**config.mk**
```make
export PLATFORM = sky130hd
export DESIGN_NAME = cpu_control_fsm
export DESIGN_NICKNAME = d
export VERILOG_FILES = /design/src/rtl/cpu_control_fsm.sv
export SDC_FILE = /design/constraint.sdc
export NUM_CORES = 1
export LEC_CHECK = 0
export CORE_MARGIN = 4
export CORE_UTILIZATION = 33
export CTS_CLUSTER_DIAMETER = 60
export CTS_CLUSTER_SIZE = 16
export DETAILED_ROUTE_END_ITERATION = 8
export GPL_TIMING_DRIVEN = 0
export SYNTH_ARGS = -nofsm -noshare
export SYNTH_HDL_FRONTEND = slang
export SYNTH_SLANG_ARGS = --single-unit
```
**constraint.sdc**
```tcl
create_clock -name clk -period 2.7 [get_ports clk]
set_clock_uncertainty 0.1 [all_clocks]
set_input_delay 0.27 -clock clk [delete_from_list [all_inputs] [get_ports clk]]
set_output_delay 0.27 -clock clk [all_outputs]
set_load 0.03 [all_outputs]
```
**src/rtl/cpu_control_fsm.sv**
```systemverilog
// Multi-cycle control sequencer for the 8-bit datapath: fetches 16-bit instructions,
// decodes them into register-file/ALU controls and owns the program counter.
module cpu_control_fsm (
   input  logic        clk,
   input  logic        rst,
   output logic        imem_req,
   output logic [7:0]  imem_addr,
   input  logic        imem_ack,
   input  logic [15:0] imem_data,
   input  logic        take_branch,
   input  logic        ovf,
   output logic        RegWrite,
   output logic [1:0]  ReadAddr1,
   output logic [1:0]  ReadAddr2,
   output logic [1:0]  WriteAddr,
   output logic [7:0]  Instr_i,
   output logic        ALUSrc1,
   output logic        ALUSrc2,
   output logic [2:0]  ALUOp,
   output logic [7:0]  pc,
   output logic        halted,
   output logic        ovf_sticky
);

   typedef enum logic [1:0] {S_FETCH, S_EXEC, S_WB, S_HALTED} state_t;

   state_t      state;
   logic [15:0] ir;
   logic [1:0]  cls;
   logic [2:0]  op;
   logic [1:0]  ra;
   logic [1:0]  rb;
   logic [7:0]  imm;
   logic        is_halt;

   assign cls       = ir[15:14];
   assign op        = ir[13:11];
   assign ra        = ir[10:9];
   assign rb        = ir[1:0];
   assign imm       = ir[7:0];
   assign is_halt   = (ir == 16'hFFFF);
   assign imem_addr = pc;

   // Controls come straight from IR, so they only move on the capture edge.
   always_comb begin
      ReadAddr1 = ra;
      ReadAddr2 = 2'd0;
      WriteAddr = ra;
      ALUSrc1   = 1'b0;
      ALUSrc2   = 1'b0;
      ALUOp     = op;
      Instr_i   = imm;
      case (cls)
         2'b00: ReadAddr2 = rb;
         2'b01: ALUSrc2 = 1'b1;
         2'b10: begin
            ReadAddr1 = 2'd0;
            ALUSrc1   = 1'b1;
            ALUSrc2   = 1'b1;
            ALUOp     = 3'b000;
         end
         default: ;
      endcase
   end

   always_ff @(posedge clk or negedge rst) begin
      if (!rst) begin
         state      <= S_FETCH;
         pc         <= 8'd0;
         ir         <= 16'd0;
         imem_req   <= 1'b0;
         RegWrite   <= 1'b0;
         halted     <= 1'b0;
         ovf_sticky <= 1'b0;
      end else begin
         case (state)
            S_FETCH: begin
               imem_req <= 1'b1;
               // An ack is only honoured once the request is actually on the port.
               if (imem_req && imem_ack) begin
                  ir       <= imem_data;
                  imem_req <= 1'b0;
                  state    <= S_EXEC;
               end
            end
            S_EXEC: begin
               if (is_halt) begin
                  halted <= 1'b1;
                  state  <= S_HALTED;
               end else if (cls == 2'b11) begin
                  // Two's-complement offset wraps modulo 256 like the PC itself.
                  pc       <= take_branch ? (pc + 8'd1 + imm) : (pc + 8'd1);
                  imem_req <= 1'b1;
                  state    <= S_FETCH;
               end else begin
                  RegWrite <= 1'b1;
                  state    <= S_WB;
               end
            end
            S_WB: begin
               RegWrite <= 1'b0;
               pc       <= pc + 8'd1;
               if (ovf) ovf_sticky <= 1'b1;
               imem_req <= 1'b1;
               state    <= S_FETCH;
            end
            default: begin
               imem_req <= 1'b0;
               RegWrite <= 1'b0;
               halted   <= 1'b1;
            end
         endcase
      end
   end

endmodule

```
==> out/results.txt, run 1 <==
Yosys reg bits = 30
Area grow syn2layout = 44.2%
Hold Slack = 0.361 ns
Syn Area/Cell = 10.2 µm²
Slew Limit Headroom = 55.3%
Critical Path AT = 2.65 ns
Global-route wire length before repair = 7020 µm
CTS clk-pin slew, worst paths = 0.07 ns
Die area = 7240 µm²
Residual DRC = 0
Adder-cell share of the synthesized area = 11.9%
R2R cell count = 11
CTS Buf Count = 5
Filler cell count = 531
RSZ-0062 raised after global routing = true
Crit Path Class = flop to flop
Root Buffer = clkbuf_8
Status = complete, no violations
Number of global-route vias before repair = 1515
Final Non-Filler Cells = 337
Final setup viols = 0
Ys async rst share = 100%
Worst Path Max Fanout = 4
Critical Path Most Common Cell = xnor2_1
Core area = 5640 µm²
Clk buf depth = 2
Crit path cell chain = ha_4, nand3_2, xnor2_1, ha_1, nand3_1, o211ai_1, o41ai_2, xnor2_1, and3_1, o21a_1, xor2_1
Footprint of the multi-input gates = 1060 µm²
Final hold vios = 0
Worst Path Required = 2.77 ns
Compound-Gate Fraction of Synth Area = 10.6%
Hold path startpoint = halted$_DFFE_PN0P_
IO Count = 60
Vias/cell = 4.60
Largest net degree at the start of global routing = 31
Multiplexer share of the synthesized area = 10.5%
Drt first pass iters = 4
Max frequency = 0.388 GHz
Syn nets = 232
Hold Path Class = flop to flop
1st-iter DRT viols = 49
Worst Setup Start Kind = flop
Yosys warning count = 0
Final nets = 303
Post-route clock period utilization = 95.5%
Worst Hold End = halted$_DFFE_PN0P_
Starting Density = 34.8%
Synth Area in XOR/XNOR = 5.36%
Mapped cell area = 1960 µm²
# port buffers = 59
Buf/Inv on CP = 0
Fin crit period = 2.58 ns
Post-synth top flop = dfrtp_1
H-Tree Depth = 2
Area after DPL = 2640 µm²
Final antenna-violating net count = 0
Max capacitance violation total = 0
Distinct cells, synth = 37
Final HPWL DP = 3340 µm
R2r startpoint = imem_addr[1]$_DFFE_PN0P_
Simple-gate portion of the synthesized area = 13.6%
Crit path capture type = flop
Largest family of logic cells by synthesized area = simple AND/OR/NAND/NOR gates
Most common cell after layout, fill and taps aside = clkdlybuf4s50_1
Antenna violations before repair = 0
Clk_lat worst skew = 0.28 ns
Worst R2R End = imem_addr[7]$_DFFE_PN0P_
Register area = 753 µm²
Worst-Margin Slew = 0.670 ns
Slew Viols, Final = 0
R2R Setup Slk = 0.12 ns
Largest stage delay, worst path = 0.43 ns
Post-Syn Instances = 193
Seq/Total Area, Yosys = 38.3%
Final WL = 4270 µm
Die Y = 85.1 µm
Total GRT Usage = 12.2%
Crit-path leading delay family = compound AO/OA/AOI/OAI gates
Antenna fix cells = 0
Clock sink count = 30
Final Wtd Congestion = 0.765
Layout cells sized above 1 = 22.6%
Post-synth EDFFs = 0
CTS tree = built
Dpl cells = 324
Wire per inst = 12.7 µm
Via count = 1550
Worst Hold Depth = 1
Final instance area = 2830 µm²
Row cnt = 27
Critical-path top delay cell = dfrtp_1
Setup TNS = 0 ns
Die X = 85.1 µm
Global route overflow = 0
Most frequent cells in the layout = clkdlybuf4s50_1 (58), dfrtp_1 (28), buf_4 (22)
layout make-up:
type / count / share of cell area (%)
multi-input cells: 132 / 37.4
flip-flops and latches: 30 / 26.6
plain buffers: 22 / 5.57
well taps: 72 / 3.18
inverters: 9 / 1.19
repair buffers: 64 / 22.1
clock buffers: 8 / 3.89
synthesized netlist by cell type (2+ instances only):
master | instances | area share [%]
a22oi_1 | 2 | 0.77
xor2_1 | 2 | 0.89
nand3_1 | 10 | 2.6
nor2_1 | 11 | 2.1
dfrtp_1 | 30 | 38
ha_1 | 17 | 11
buf_1 | 2 | 0.38
nor2b_1 | 7 | 2.2
and3_1 | 4 | 1.3
inv_1 | 9 | 1.7
a21o_1 | 3 | 1.1
nand4_1 | 3 | 0.96
nand2b_1 | 3 | 0.96
a21oi_1 | 8 | 2.0
o21ai_0 | 8 | 2.0
xnor2_1 | 10 | 4.5
mux2_2 | 16 | 9.2
buf_4 | 18 | 6.9
nand2_1 | 9 | 1.7
and2_1 | 2 | 0.64
a31oi_1 | 3 | 0.96
per-layer routing:
layer	track usage, %	vias up	wire [µm]
met3	4.08	6	253
met5	0	-	0
met4	3.88	0	55
li1	-	791	-
met2	20.3	38	2080
met1	14.9	715	1880
through the flow:
stage	setup slack (ns)	utilization, %
global placement	0.123	46.8
floorplan	0.0841	-
finish	0.121	50.1
global route	-0.0587	50.1
CTS	0.0870	48.9
detailed placement	0.0963	46.8
timing repair:
action	4_1_cts	5_1_grt
endpoints found under the setup margin	0	2
hold buffers	1	0
endpoints found under the hold margin	30	0
setup buffers	0	4
gates resized for setup	0	10
worst register-to-register path, stage by stage (launching register included):
cell	delay (ns)
dfrtp_1	0.43
ha_4	0.18
nand3_2	0.08
xnor2_1	0.14
ha_1	0.34
nand3_1	0.10
o211ai_1	0.12
o41ai_2	0.33
xnor2_1	0.14
and3_1	0.18
o21a_1	0.17
xor2_1	0.13
worst max-delay path by stage:
| stage | start | to | slack (ns) | cells past startpoint |
|---|---|---|---|---|
| 3_3_place_gp | imem_addr[0]$_DFFE_PN0P_ | imem_addr[7]$_DFFE_PN0P_ | 0.12 | 11 |
| 4_1_cts | imem_addr[0]$_DFFE_PN0P_ | imem_addr[7]$_DFFE_PN0P_ | 0.09 | 11 |
| 3_5_place_dp | imem_addr[0]$_DFFE_PN0P_ | imem_addr[7]$_DFFE_PN0P_ | 0.1 | 11 |
| 6_report | imem_addr[1]$_DFFE_PN0P_ | imem_addr[7]$_DFFE_PN0P_ | 0.12 | 11 |
| 2_1_floorplan | imem_addr[0]$_DFFE_PN0P_ | imem_addr[7]$_DFFE_PN0P_ | 0.08 | 11 |
| 5_1_grt | imem_addr[1]$_DFFE_PN0P_ | imem_addr[7]$_DFFE_PN0P_ | -0.06 | 11 |
state kept, by name, summed over array words and instances, names as in the netlist:
name and cells:
RegWrite 1, imem_req 1, ovf_sticky 1, ir 16, halted 1, imem_addr 8
state 2
cell families after synthesis:
family	Yosys count
adder cells (fa/ha/maj)	18
AO/OA/AOI/OAI	32
flip-flops	30
buffers and inverters	31
XOR/XNOR	12
AND/OR/NAND/NOR	52
multiplexers	18
Power of run 1 is left out: the tool's default activity adds up to more than one toggle a clock period on the data nets, which glitch-free logic cannot reach.
==> inputs of run 2 (changes only) <==
CORE_MARGIN = 2   (was 4)
==> out/results.txt, run 2 (same netlist as run 1, synthesis figures left out) <==
Status = complete, no violations
Worst Path Max Fanout = 6
Util after Layout = 48.0%
CTS Buf Count = 5
Vias/cell = 4.66
Final worst slack = 0.107 ns
Max capacitance violation total = 0
Worst Hold End = halted$_DFFE_PN0P_
Worst-Margin Slew = 0.686 ns
Worst Hold Depth = 1
Final setup viols = 0
Max frequency = 0.386 GHz
Total GRT Usage = 14.8%
Setup TNS = 0 ns
Row cnt = 28
# port buffers = 59
Final HPWL DP = 3280 µm
Antenna violations before repair = 0
Post-route clock period utilization = 96.0%
Global route overflow = 0
Area grow syn2layout = 42.4%
Largest net degree at the start of global routing = 31
R2r startpoint = imem_addr[0]$_DFFE_PN0P_
Filler cell count = 558
Most frequent cells in the layout = clkdlybuf4s50_1 (58), dfrtp_1 (27), buf_4 (20)
Crit Path Class = flop to flop
RSZ-0062 raised after global routing = true
Final nets = 301
Die X = 81.1 µm
Biggest register = ir
Starting Density = 33.7%
Clk buf depth = 2
R2R cell count = 11
Clock sink count = 30
Worst R2R End = imem_addr[7]$_DFFE_PN0P_
Slew Limit Headroom = 54.2%
IO Count = 60
Slew Viols, Final = 0
H-Tree Depth = 2
Residual DRC = 0
Wire per inst = 12.8 µm
Crit path capture type = flop
Global-route wire length before repair = 7430 µm
Most common cell after layout, fill and taps aside = clkdlybuf4s50_1
Place WS = 0.0842 ns
Worst Path Required = 2.77 ns
Root Buffer = clkbuf_8
Final antenna-violating net count = 0
Worst Setup Start Kind = flop
Via count = 1575
Die Y = 81.1 µm
Max reg flops = 16
Critical Path AT = 2.67 ns
Final Wtd Congestion = 0.846
Final instance area = 2790 µm²
Drt first pass iters = 5
Core area = 5820 µm²
Antenna fix cells = 0
Hold path startpoint = halted$_DFFE_PN0P_
Area after DPL = 2640 µm²
Final WL = 4330 µm
R2R Setup Slk = 0.11 ns
Critical Path Start = imem_addr[0]$_DFFE_PN0P_
Fin crit period = 2.59 ns
Number of global-route vias before repair = 1578
Layout cells sized above 1 = 21.3%
Hold Path Class = flop to flop
CTS clk-pin slew, worst paths = 0.07 ns
Die area = 6580 µm²
Final hold vios = 0
1st-iter DRT viols = 35
CTS tree = built
Clk_lat worst skew = 0.28 ns
-- run 2: layout make-up --
type,instances,area [µm²],share of cell area [%]
buffer,22,158,5.64
clock buffer,7,86.3,3.09
clock inverter,1,5.00,0.179
inverter,9,33.8,1.21
multi-input combinational,132,1050,37.7
sequential,30,754,27.0
tap,75,93.8,3.36
timing repair buffer,62,611,21.9
-- run 2: routing by layer --
| layer | share of wire [%] | global-route usage (%) | wire length, µm |
|---|---|---|---|
| met5 | 0 | 0 | 0 |
| met4 | 0.46 | 4.58 | 20 |
| met3 | 5.7 | 4.44 | 246 |
| met2 | 50 | 24.2 | 2170 |
| met1 | 44 | 18.8 | 1900 |
-- run 2: timing repair --
action | in CTS | in global routing
hold endpoints to repair | 30 | 0
hold buffers | 1 | 0
setup endpoints to repair | 0 | 3
gates resized for setup | 0 | 8
buffers inserted | 0 | 2
-- run 2: worst max-delay path by stage --
stage                                           to  slack [ns]  cells past startpoint
after global routing      imem_addr[7]$_DFFE_PN0P_       -0.07                     11
after detailed placement  imem_addr[7]$_DFFE_PN0P_        0.08                     11
after floorplan           imem_addr[7]$_DFFE_PN0P_        0.08                     11
after global placement    imem_addr[7]$_DFFE_PN0P_        0.12                     11
final                     imem_addr[7]$_DFFE_PN0P_        0.11                     11
after CTS                 imem_addr[7]$_DFFE_PN0P_        0.07                     11
-- run 2: critical path, cell delays in order, from the launching register on --
cell and delay, ns:
dfrtp_2 0.46, and3_1 0.25, and3_1 0.25, xnor2_2 0.16, ha_1 0.30, nor3_1 0.20, nor2_1 0.07, o41ai_2 0.05
xnor2_1 0.14, and3_1 0.18, o21a_1 0.17, xor2_1 0.14
-- run 2: through the flow --
step                      hold WS [ns]  std cells
after global placement           0.344        327
after CTS                        0.361        336
after floorplan                 -0.126        193
final                            0.358        338
after detailed placement         0.258        327
after global routing             0.378        338
Power of run 2 is left out for the same reason.
==> inputs of run 3 (changes only) <==
ABC_AREA = 1   (was unset)
CTS_CLUSTER_DIAMETER = unset   (was 60)
==> out/results.txt, run 3 <==
Clk buf depth = 2
Total GRT Usage = 14.2%
Leading cell types by count after synthesis = nand2_1 (48), inv_1 (33), dfrtp_1 (30), nor2_1 (21), a21oi_1 (19)
Grt met1 use = 18.3%
Slew Limit Headroom = 53.7%
Post-synth top flop = dfrtp_1
Distinct cells, synth = 35
Post_cts resized = 0
Starting Density = 34.7%
Critical Path Most Common Cell = nand2_1
Via count = 1812
Area grow syn2layout = 37.5%
Seq/Total Area, Yosys = 35.9%
Crit path capture type = flop
Number of global-route vias before repair = 1810
Worst-Margin Slew = 0.694 ns
Max frequency = 0.414 GHz
Global route overflow = 0
Wire per inst = 11.4 µm
1st-iter DRT viols = 95
Layout cells sized above 1 = 16.5%
Worst Path Required = 2.81 ns
Post-synth EDFFs = 0
Crit path cell chain = ha_1, nand2_1, nor2_1, nand2_1, xor2_1, inv_1, ha_1, nand2_1, inv_1, nand3_1, o21ai_1, inv_1, nand2_1, nand3_1, a21oi_2
Largest net degree at the start of global routing = 31
Final Wtd Congestion = 0.866
Final instance area = 2870 µm²
Core area = 6030 µm²
H-Tree Depth = 2
Crit Path Class = flop to flop
Post-CTS Setup Bufs = 0
Worst Path Max Fanout = 5
Yosys reg bits = 30
CTS tree = built
Drt first pass iters = 4
CTS clk-pin slew, worst paths = 0.07 ns
Buf/Inv on CP = 3
Syn Area/Cell = 8.07 µm²
Hold Path Class = flop to flop
Static Leak = 1.39 nW
Max reg flops = 16
Crit-path leading delay family = simple AND/OR/NAND/NOR gates
Top-count cell post-synth = nand2_1
Fin crit period = 2.41 ns
Post-layout power = 4.09 mW
Busiest metal layer after global routing = met2
CTS Buf Count = 5
Worst Setup Start Kind = flop
PwrDens = 1420 nW/µm²
Die X = 83.6 µm
Util after Layout = 47.7%
Clk_lat worst skew = 0.28 ns
Final worst slack = 0.286 ns
Slew Viols, Final = 0
Vias/cell = 4.51
Ranking of synthesized cells by area = dfrtp_1 (36%), ha_1 (10%), nand2_1 (8.6%)
Antenna fix cells = 0
Final nets = 365
Clock sink count = 30
Mapped cell area = 2090 µm²
Max capacitance violation total = 0
Critical-path top delay cell = dfrtp_1
Die Y = 83.6 µm
Routing usage on met2 = 22.9%
Root Buffer = clkbuf_8
Most area-hungry cell type in the Yosys netlist = dfrtp_1
Syn nets = 298
Die area = 6980 µm²
Met3 Use GR = 4.15%
Residual DRC = 0
Critical Path AT = 2.53 ns
Most common cell after layout, fill and taps aside = clkdlybuf4s50_1
Post-synth top area share = 35.9%
Place WS = 0.335 ns
Area after DPL = 2770 µm²
Global-route wire length before repair = 8180 µm
Final setup viols = 0
Ys async rst share = 100%
Most frequent cells in the layout = clkdlybuf4s50_1 (58), nand2_1 (48), inv_1 (33)
IO Count = 60
Antenna violations before repair = 0
Final hold vios = 0
Largest stage delay, worst path = 0.43 ns
Post-route clock period utilization = 89.4%
Row cnt = 28
Yosys warning count = 0
Final WL = 4600 µm
Final antenna-violating net count = 0
Post-Syn Instances = 259
Status = complete, no violations
Biggest register = ir
Setup TNS = 0 ns
Final HPWL DP = 3550 µm
# port buffers = 59
RSZ-0062 raised after global routing = false
VDD IR-drop max = 607 µV
## run 3: cell count changes after synthesis, moves of 4 or more
cell,change
a21oi_1,+11
inv_2,+5
xnor2_1,-8
o21ai_1,+5
inv_1,+24
nand2_1,+39
nand3_1,+4
nor2b_1,-7
mux2_2,-8
and3_1,-4
nor2_1,+10
## run 3: timing repair
item	CTS	global route
endpoints found under the hold margin	30	0
setup endpoints to repair	0	0
hold buffers	1	0
## run 3: final cells by class
cell class	count	area, µm²
clock buffer	6	82.6
timing repair buffer	60	596
sequential	30	751
inverter	39	146
buffer	20	144
tap	75	93.8
clock inverter	2	12.5
multi-input combinational	170	1050
fill	595	3150
## run 3: worst paths after layout
| kind | start | to | slack, ns | depth (start not counted) |
|---|---|---|---|---|
| max reg2reg | imem_addr[1]$_DFFE_PN0P_ | imem_addr[7]$_DFFE_PN0P_ | 0.29 | 15 |
| min reg2reg | ovf_sticky$_DFFE_PN0P_ | ovf_sticky$_DFFE_PN0P_ | 0.36 | 1 |
| max | imem_addr[1]$_DFFE_PN0P_ | imem_addr[7]$_DFFE_PN0P_ | 0.29 | 15 |
| min in group asynchronous | rst | ir[9]$_DFFE_PN0P_ | 0.46 | 2 |
| max in group asynchronous | rst | imem_addr[6]$_DFFE_PN0P_ | 1.58 | 2 |
| min | ovf_sticky$_DFFE_PN0P_ | ovf_sticky$_DFFE_PN0P_ | 0.36 | 1 |
## run 3: routing by layer
metal	routed length [µm]	vias up
li1	-	946
met1	2140	812
met2	2140	48
met3	258	6
met4	62	0
met5	0	-
## run 3: logic make-up (layout without fill, tap and decap cells)
kind of cell / count (synthesis) / in the layout / share of synthesized area, %
XOR/XNOR: 5 / 5 / 2.10
flip-flops: 30 / 30 / 35.9
AO/OA/AOI/OAI: 39 / 39 / 10.3
multiplexers: 8 / 8 / 4.31
adder cells (fa/ha/maj): 18 / 18 / 11.1
buffers and inverters: 59 / 127 / 13.9
AND/OR/NAND/NOR: 100 / 100 / 22.3
## run 3: stage by stage
step | cells | hold slack (ns)
floorplan | 259 | -0.126
detailed placement | 393 | 0.263
finish | 402 | 0.361
CTS | 402 | 0.364
global route | 402 | 0.378
global placement | 393 | 0.345
## run 3: worst reg2reg max path: cells and delay by family (launching register included)
kind,cells,cell delay [ns]
AND/OR/NAND/NOR,7,0.55
buffers and inverters,3,0.20
flip-flops,1,0.43
AO/OA/AOI/OAI,2,0.31
XOR/XNOR,1,0.21
adder cells (fa/ha/maj),2,0.54
## run 3: power by group
part           leakage (nW)  switching (mW)  internal [mW]
clock network        0.0472           0.179          0.205
logic                 0.998            1.60           1.23
registers             0.346           0.214          0.662
Note: power is estimated with default switching activity, not from simulation.
